==> config.mk <==
export PLATFORM = sky130hd
export DESIGN_NAME = spi_master_arbiter
export DESIGN_NICKNAME = d
export VERILOG_FILES = /design/src/rtl/spi_master_arbiter.sv
export SDC_FILE = /design/constraint.sdc
export NUM_CORES = 1
export LEC_CHECK = 0
export ABC_AREA = 1
export BUFFER_PORTS_ARGS = -buffer_cell sky130_fd_sc_hd__buf_2
export CAP_MARGIN = 20
export CELL_PAD_IN_SITES_DETAIL_PLACEMENT = 2
export CELL_PAD_IN_SITES_GLOBAL_PLACEMENT = 2
export CORE_AREA = 2 2 296 298
export DETAILED_ROUTE_END_ITERATION = 7
export DIE_AREA = 0 0 298 300
export HOLD_SLACK_MARGIN = 0.02
export PLACE_DENSITY_LB_ADDON = 0.08
export SETUP_SLACK_MARGIN = 0.1
export SLEW_MARGIN = 20
export SYNTH_ARGS = -nofsm -noshare
export SYNTH_HDL_FRONTEND = slang
export SYNTH_SLANG_ARGS = --single-unit
==> constraint.sdc <==
create_clock -name clk -period 2.9 [get_ports clk]
set_input_delay 0.58 -clock clk [delete_from_list [all_inputs] [get_ports clk]]
set_output_delay 0.58 -clock clk [all_outputs]
set_load 0.01 [all_outputs]
==> src/rtl/spi_master_arbiter.sv <==
// spi_master_arbiter: round-robin sharing of one spi_master among N emesh requesters
module spi_master_arbiter #(
    parameter int N = 4,
    parameter int AW = 32,
    parameter int PW = 104,
    parameter int TW = 16,
    parameter logic [TW-1:0] TIMEOUT = 16'hFFFF
) (
    input  logic            clk,
    input  logic            nreset,
    input  logic            hw_en,
    input  logic [N-1:0]    access_in,
    input  logic [N*PW-1:0] packet_in,
    output logic [N-1:0]    wait_out,
    output logic [N-1:0]    access_out,
    output logic [PW-1:0]   packet_out,
    input  logic            wait_in,
    output logic            m_access_out,
    output logic [PW-1:0]   m_packet_out,
    input  logic            m_wait_in,
    input  logic            m_access_in,
    input  logic [PW-1:0]   m_packet_in,
    output logic            m_wait_out,
    output logic            busy,
    output logic            timeout_err,
    output logic            stray_err
);
    localparam int IW = (N > 1) ? $clog2(N) : 1;
    localparam logic [TW-1:0] TLAST = TIMEOUT - TW'(1);

    if (AW > PW) begin : g_aw_chk
        $error("AW exceeds PW");
    end

    typedef enum logic [1:0] {IDLE, ISSUE, WAIT, RESP} state_t;
    state_t state, state_nx;

    logic [IW-1:0] rr, rr_nx, win, owner;
    logic [IW:0]   sum, w1;
    logic          found, grant, tmo;
    logic [PW-1:0] req_pkt [N];
    logic [PW-1:0] pkt, resp;
    logic [TW-1:0] cnt;

    genvar i;
    for (i = 0; i < N; i++) begin : g_pkt
        assign req_pkt[i] = packet_in[i*PW +: PW];
    end

    always_comb begin
        found = 1'b0;
        win = rr;
        sum = '0;
        for (int k = 0; k < N; k++) begin
            sum = {1'b0, rr} + (IW+1)'(k);
            sum = (sum >= (IW+1)'(N)) ? sum - (IW+1)'(N) : sum;
            if (!found && access_in[sum[IW-1:0]]) begin
                found = 1'b1;
                win = sum[IW-1:0];
            end
        end
    end

    assign grant = (state == IDLE) && hw_en && found;
    assign w1 = {1'b0, win} + (IW+1)'(1);
    assign rr_nx = (w1 == (IW+1)'(N)) ? '0 : w1[IW-1:0];

    always_comb begin
        state_nx = state;
        tmo = 1'b0;
        case (state)
            IDLE:  state_nx = grant ? ISSUE : IDLE;
            ISSUE: state_nx = m_wait_in ? ISSUE : (pkt[0] ? IDLE : WAIT);
            WAIT: begin
                tmo = !m_access_in && (TIMEOUT != '0) && (cnt == TLAST);
                state_nx = m_access_in ? RESP : (tmo ? IDLE : WAIT);
            end
            RESP:    state_nx = wait_in ? RESP : IDLE;
            default: state_nx = IDLE;
        endcase
    end

    always_ff @(posedge clk) begin
        if (!nreset) begin
            state       <= IDLE;
            rr          <= '0;
            owner       <= '0;
            pkt         <= '0;
            resp        <= '0;
            cnt         <= '0;
            timeout_err <= 1'b0;
            stray_err   <= 1'b0;
        end else begin
            state       <= state_nx;
            timeout_err <= tmo;
            stray_err   <= m_access_in && (state != WAIT);
            cnt         <= (state == ISSUE) ? '0 : ((state == WAIT) && !(&cnt)) ? cnt + TW'(1) : cnt;
            if (grant) begin
                pkt   <= req_pkt[win];
                owner <= win;
                rr    <= rr_nx;
            end
            if ((state == WAIT) && m_access_in)
                resp <= m_packet_in;
        end
    end

    assign busy         = state != IDLE;
    assign wait_out     = grant ? ~(N'(1) << win) : '1;
    assign m_access_out = state == ISSUE;
    assign m_packet_out = (state == ISSUE) ? pkt : '0;
    assign access_out   = (state == RESP) ? (N'(1) << owner) : '0;
    assign packet_out   = (state == RESP) ? resp : '0;
    assign m_wait_out   = state == RESP;
endmodule
==> results.rst, run 1 <==
.. list-table::
   :header-rows: 1

   * - Metric
     - Value
   * - Outcome
     - finished with violations
   * - Violations in the final reports
     - setup timing
   * - Post-synthesis to final-layout area growth
     - 47.5%
   * - Wire length per cell
     - 19.9 um
   * - Multiplexer area fraction after synthesis
     - 0
   * - Fraction of final layout cells with drive strength greater than 1
     - 0.290
   * - Arr. time, crit path
     - 2330 ps
   * - Number of I/O pins
     - 751
   * - Core Util, Final
     - 0.254
   * - Cell type with the largest total area after synthesis
     - dfxtp_1
   * - Total track usage
     - 0.190
   * - Synthesized-area fraction occupied by xor and xnor cells
     - 0.00236
   * - Dominant combinational cell family by area after synthesis
     - simple AND/OR/NAND/NOR gates
   * - Min Tclk post-route
     - 2910 ps
   * - Leakage
     - 0.0113 uW
   * - Yosys Warn Count
     - 0
   * - Clock tree buffer depth
     - 3
   * - Clock tree from TritonCTS
     - done
   * - Worst Slack Setup Final
     - -10.1 ps
   * - NumNets Final
     - 3813
   * - Critical Path Start
     - rr[0]
   * - Cell count after synthesis
     - 2599
   * - Data required, critical path
     - 2320 ps
   * - DRC violations left
     - 0
   * - Worst r2r dst
     - pkt[50]
   * - Chip Width
     - 298 um
   * - Fmax
     - 344 MHz
   * - RSZ-0062 raised after global routing
     - yes
   * - Destination of the critical timing path
     - wait_out[3]
   * - Clk pin slew, worst setup/hold paths
     - 60 ps
   * - Routability cong.
     - 0.796
   * - WS Path Type
     - reg2out
   * - Initial antenna violation count
     - 31
   * - Critical path startpoint category
     - flip-flop
   * - Final count of pins violating max slew
     - 0
   * - Wire length of the first global-routing pass
     - 131000 um
   * - Part of the Yosys area used for sequential elements
     - 0.313
   * - Vias per Instance
     - 4.29
   * - Violation count after the first detailed-routing iteration
     - 608
   * - Placed wire-length estimate
     - 66100 um
   * - Critical register-to-register path startpoint
     - rr[0]
   * - Number of cell instances on the worst register-to-register path
     - 15
   * - Number of buffers inserted by port buffering
     - 750
   * - Net count after synthesis
     - 3135
   * - MaxCap Viol Count
     - 0
   * - Combined area of all synthesized cells
     - 0.0149 mm^2
   * - Reg2Reg Setup Slack
     - 230 ps
   * - Vias post-DR
     - 19201
   * - Via count of the first global-routing pass
     - 21021
   * - Maximum net fanout on the critical path
     - 5
   * - Post-synthesis cell type count
     - 31
   * - Overflow left after global routing
     - 0
   * - Tcrit/Tclk final
     - 1.00
   * - Synth area leaders
     - dfxtp_1 31%, nand2_1 21%, inv_1 11%
   * - Simple-gate share of the synthesized area
     - 0.398
   * - Clk sink count
     - 232
   * - Die area
     - 0.0894 mm^2
   * - Routed wire length
     - 89200 um
   * - Source-to-sink clock delay at the later pin of the worst-skew pair
     - 560 ps
   * - Cell Rows
     - 108
   * - Type of destination of the critical path
     - output port
   * - Max H-tree Level
     - 2
   * - Core Box Area
     - 0.0862 mm^2
   * - Area share of the leading cell type in the synthesized netlist
     - 0.313
   * - Final worst clock skew
     - 21.6 ps
   * - Final Power
     - 23500 uW
   * - Final setup vio count
     - 4
   * - Pin count of the biggest net entering global routing
     - 107
   * - Cell Count, Final, Fillers Out
     - 4477
   * - Slew margin rel.
     - 0.525
   * - DRT Pass-1 Iters
     - 4
   * - Number of storage elements in the synthesis netlist
     - 232
   * - Final ANT Viol Nets
     - 0
   * - Hold buffer count at cts
     - 0
   * - Overall die height
     - 300 um
   * - Effective utilization at floorplan
     - 0.172
   * - Compound-gate portion of the synthesized area
     - 0.116
   * - Fraction of the mapped netlist area in adder cells
     - 0.00505
   * - Clock root buffer master
     - clkbuf_16
   * - Mapped Avg Cell Area
     - 5.72 um^2
   * - Dpl cells
     - 4367
   * - Actual transition at the worst max-transition pin
     - 706 ps
   * - Kind of path behind the tightest hold check
     - in2reg
   * - Count of endpoints failing hold in the final timing report
     - 0
   * - Clock buffer count from CTS
     - 36
   * - Maximum VDD drop
     - 0.749 mV
   * - Pwr dens
     - 1070 mW/mm^2
## logic make-up after synthesis
kind of cell	count (synthesis)
AOI/OAI and AO/OA	341
xor gates and xnor gates	4
and+or+nand+nor	1394
DFF	232
adders and majority gates	6
buffers and inverters	622
## synth_stat cells, drive strengths merged
cell type and count:
dfxtp 232, nor3b 1, nand2 845, inv 438, o21ai 112, ha 6
nor4 2, o31ai 1, a21oi 224, nor2 226, nor3 10, or2 3
nand3 211, nand4 8, buf 75, clkinv 2, xor2 4, a31oi 1
a211oi 3, clkbuf 107, nand3b 88
## how the worst min path moves through the flow
stage | slack (ps) | from | endpoint | depth (start not counted)
detailed placement | 450 | resp[50] | resp[50] | 2
floorplan | 430 | resp[100] | resp[100] | 2
global route | 300 | m_packet_in[59] | resp[59] | 3
finish | 300 | m_packet_in[33] | resp[33] | 3
global placement | 440 | resp[15] | resp[15] | 2
CTS | 260 | m_packet_in[33] | resp[33] | 3
## final cells by class
| cell class | instances | area (um^2) |
|---|---|---|
| fillers | 10668 | 64300 |
| multi-input cells | 1746 | 8210 |
| repair buffers | 821 | 4710 |
| flip-flops and latches | 232 | 4650 |
| well taps | 1155 | 1450 |
| inverters | 440 | 1690 |
| clock buffers | 48 | 996 |
| diodes | 20 | 50.0 |
| clock inverters | 15 | 158 |
## what timing repair did
| item | in CTS | in global routing |
|---|---|---|
| gates cloned | 2 | 2 |
| buffers inserted | 13 | 10 |
| pin swaps | 27 | 28 |
| setup endpoints to repair | 99 | 52 |
| resized for setup | 72 | 47 |
## where the power goes
part           switching [uW]  leakage (uW)  internal (uW)
Combinational            9730       0.00881           4840
Sequential                469       0.00189           4080
Clock                    1800      0.000573           2610
## per-stage QoR
stage	area, um^2	hold WS, ps	setup slack [ps]	TNS, ps
2_1_floorplan	14900	430	427	0
3_3_place_gp	20000	440	112	0
3_5_place_dp	20000	448	76.2	0
4_1_cts	21500	265	-35.3	-86.4
5_1_grt	21900	296	-137	-531
6_report	21900	304	-10.1	-30.0
## worst max-delay path, cell delays in order, from the launching register on
cell and delay (ps):
dfxtp_4 380, buf_6 140, nand2_1 110, nand3_2 120, nand2_4 160, nand3_4 100, nand2_2 80, inv_1 60
nand2_2 80, nand2_2 60, nand2_2 80, nand2_4 80, ha_4 170, nand2_4 60, buf_6 100
## state kept, by name (all words and copies together), names as in the netlist
name and cells:
stray_err 1, timeout_err 1, rr 2, pkt 104, resp 104, state 2
owner 2, cnt 16
## metal layers
| metal | share of wire | vias to the layer above | GRT usage |
|---|---|---|---|
| li1 | - | 9294 | - |
| met1 | 0.40 | 9310 | 0.213 |
| met2 | 0.52 | 473 | 0.353 |
| met3 | 0.048 | 120 | 0.0408 |
| met4 | 0.031 | 4 | 0.0637 |
| met5 | 0.00026 | - | 0 |
## placed cells by master (no fill, tap or decap), drive strengths merged, types with 4 or more instances in the layout
cell type | netlist | final
o21ai | 112 | 112
nor2 | 226 | 226
nor3 | 10 | 10
nand2 | 845 | 846
a21oi | 224 | 224
xor2 | 4 | 4
buf | 75 | 819
inv | 438 | 442
dfxtp | 232 | 232
clkinv | 2 | 10
clkbuf | 107 | 50
nand3 | 211 | 211
nand3b | 88 | 88
ha | 6 | 6
diode | 0 | 20
nand4 | 8 | 8
Power figures use the tool's default switching activity.
==> inputs of run 2 (changes only) <==
--- a/config.mk
+++ b/config.mk
@@ -6,7 +6,7 @@
 export NUM_CORES = 1
 export LEC_CHECK = 0
 export ABC_AREA = 1
-export BUFFER_PORTS_ARGS = -buffer_cell sky130_fd_sc_hd__buf_2
+export BUFFER_PORTS_ARGS = -buffer_cell sky130_fd_sc_hd__buf_4
 export CAP_MARGIN = 20
 export CELL_PAD_IN_SITES_DETAIL_PLACEMENT = 2
 export CELL_PAD_IN_SITES_GLOBAL_PLACEMENT = 2
==> run 2 against run 1 <==
The flow now finishes without violations. Largest power group unchanged. Critical path depth decreased by 2. Clock power decreased by 5.7%. Critical endpoint is now wait_out[0]. Power decreased by 0.56%. Final cell count decreased by 0.13%. Wire length decreased by 0.33%. Global-route usage increased by 0.18 points. Highest routed layer unchanged. Maximum frequency increased by 0.94%. Worst hold slack improved by 17 ps. Die area unchanged. Combinational power about the same. Worst setup slack improved by 27 ps. Sequential share of layout area decreased by 1.4 points.
==> results.rst, run 2 (synthesis results as in run 1) <==
.. list-table::
   :header-rows: 1

   * - Metric
     - Value
   * - Clock tree buffer depth
     - 3
   * - Tcrit/Tclk final
     - 0.994
   * - Dpl cells
     - 4373
   * - Type of destination of the critical path
     - output port
   * - Number of I/O pins
     - 751
   * - Vias post-DR
     - 18979
   * - Actual transition at the worst max-transition pin
     - 626 ps
   * - Clk sink count
     - 232
   * - Cell Count, Final, Fillers Out
     - 4471
   * - Initial antenna violation count
     - 18
   * - Buffers plus inverters on the worst setup path
     - 3
   * - Sequence of cells on the critical path
     - buf_12 > nand2_4 > nand2_4 > nand2_2 > nand2_4 > nand4_4 > nand2_8 > nand2_8 > buf_6 > ha_2 > nand2_1 > buf_6
   * - Placed wire-length estimate
     - 67700 um
   * - Worst r2r dst
     - pkt[71]
   * - Chip Width
     - 298 um
   * - Fmax
     - 347 MHz
   * - Critical register-to-register path startpoint
     - rr[0]
   * - Most frequent standard cell in the layout excluding fill and tap cells
     - nand2_1
   * - DRC violations left
     - 0
   * - Clk pin slew, worst setup/hold paths
     - 60 ps
   * - DRT Pass-1 Iters
     - 5
   * - Number of buffers inserted by port buffering
     - 750
   * - Maximum VDD drop
     - 0.618 mV
   * - Cell repeated most along the worst path
     - nand2_4
   * - Kind of path behind the tightest hold check
     - in2reg
   * - WS Path Type
     - reg2out
   * - Total track usage
     - 0.192
   * - Pin count of the biggest net entering global routing
     - 107
   * - Core Box Area
     - 0.0862 mm^2
   * - Hold buffer count at cts
     - 0
   * - Fraction of final layout cells with drive strength greater than 1
     - 0.286
   * - Reg2Reg Setup Slack
     - 250 ps
   * - Clock tree from TritonCTS
     - done
   * - Clock root buffer master
     - clkbuf_16
   * - Leakage
     - 0.0116 uW
   * - Clock buffer count from CTS
     - 35
   * - Outcome
     - finished, final reports clean
   * - Sink of the worst hold path
     - resp[41]
   * - Most frequent cells in the layout
     - 803 x nand2_1, 791 x buf_4, 433 x inv_1
   * - Effective utilization at floorplan
     - 0.172
   * - Violation count after the first detailed-routing iteration
     - 544
   * - Final setup vio count
     - 0
   * - Cell depth of the worst min-delay path
     - 3
   * - Count of endpoints failing hold in the final timing report
     - 0
   * - Number of cell instances on the worst register-to-register path
     - 17
   * - Min Tclk post-route
     - 2880 ps
   * - Routed wire length
     - 88900 um
   * - Wire length of the first global-routing pass
     - 131000 um
   * - Die area
     - 0.0894 mm^2
   * - Max H-tree Level
     - 2
   * - Top Registers
     - pkt (104), resp (104), cnt (16)
   * - Slew margin rel.
     - 0.579
   * - Final count of pins violating max slew
     - 0
   * - Worst Slack Setup Final
     - 17.1 ps
   * - Overall die height
     - 300 um
   * - Hold wc startpoint
     - m_packet_in[41]
   * - Routability cong.
     - 0.800
   * - Final worst clock skew
     - 10.1 ps
   * - Worst slack, placed
     - 55.7 ps
   * - Wire length per cell
     - 19.9 um
   * - Critical path startpoint category
     - flip-flop
   * - Fillcell total
     - 10592
   * - Delay of the slowest cell on the worst path
     - 400 ps
   * - Final ANT Viol Nets
     - 0
   * - Maximum net fanout on the critical path
     - 8
   * - Post-synthesis to final-layout area growth
     - 58.0%
   * - Slowest CP cell
     - dfxtp_4
   * - Critical path's top delay family
     - simple AND/OR/NAND/NOR gates
   * - Vias per Instance
     - 4.24
   * - Arr. time, crit path
     - 2300 ps
   * - RSZ-0062 raised after global routing
     - yes
   * - CP Depth
     - 12
   * - MaxCap Viol Count
     - 0
   * - NumNets Final
     - 3813
   * - Overflow left after global routing
     - 0
   * - Pwr dens
     - 997 mW/mm^2
   * - Via count of the first global-routing pass
     - 21008
   * - Cell Rows
     - 108
   * - Source-to-sink clock delay at the later pin of the worst-skew pair
     - 540 ps
   * - Data required, critical path
     - 2320 ps
   * - Final Power
     - 23400 uW
[run 2: changes by cell type in the layout (fill, tap and decap cells not counted), sizes merged]
cell	before	now
diode	20	15
clkbuf	50	55
clkinv	10	4
nand2	846	845
buf	819	822
bufinv	2	0
clkinvlp	1	0
inv	442	443
[run 2: power by group]
part	switching, uW	internal (uW)	total, uW
sequential	466	4080	4550
combinational	9520	5170	14700
clock	1700	2460	4160
[run 2: per-stage QoR]
stage          setup TNS, ps  hold slack, ps   util  area, um^2
2_1_floorplan              0             430      -       14900
3_3_place_gp               0             439  0.253       21900
3_5_place_dp               0             448  0.253       21900
4_1_cts                -99.0             279  0.270       23300
5_1_grt                 -372             305  0.272       23500
6_report                   0             321  0.272       23500
[run 2: per-layer routing]
layer  share of wire  track usage  wire length, um
met1            0.39        0.212            34900
met2            0.53        0.360            47000
met3           0.055       0.0434             4850
met4           0.023       0.0604             2050
met5         0.00046            0               41
[run 2: how the worst max path moves through the flow]
stage	endpoint	slack, ps	from
after floorplan	wait_out[0]	430	access_in[1]
after CTS	wait_out[3]	-40	rr[0]
after detailed placement	wait_out[3]	60	access_in[1]
after global placement	wait_out[2]	110	access_in[1]
after global routing	wait_out[2]	-120	rr[0]
final	wait_out[0]	20	rr[0]
[run 2: tightest hold or removal path: stages]
cell	delay (ps)
buf_4	70
o21ai_0	70
a21oi_1	100
[run 2: layout make-up]
type | instances | area [um^2] | area share
antenna | 15 | 37.5 | 0.00160
clock buffer | 54 | 1040 | 0.0442
clock inverter | 7 | 46.3 | 0.00197
inverter | 440 | 1680 | 0.0716
multi-input combinational | 1745 | 8050 | 0.343
sequential | 232 | 4650 | 0.198
tap | 1155 | 1450 | 0.0615
timing repair buffer | 823 | 6530 | 0.278
[run 2: timing repair]
action                                  4_1_cts  5_1_grt
gates resized for setup                      61       26
buffers inserted                             16        5
endpoints found under the setup margin        4       59
cloned                                        0        1
pin swaps                                    25       15
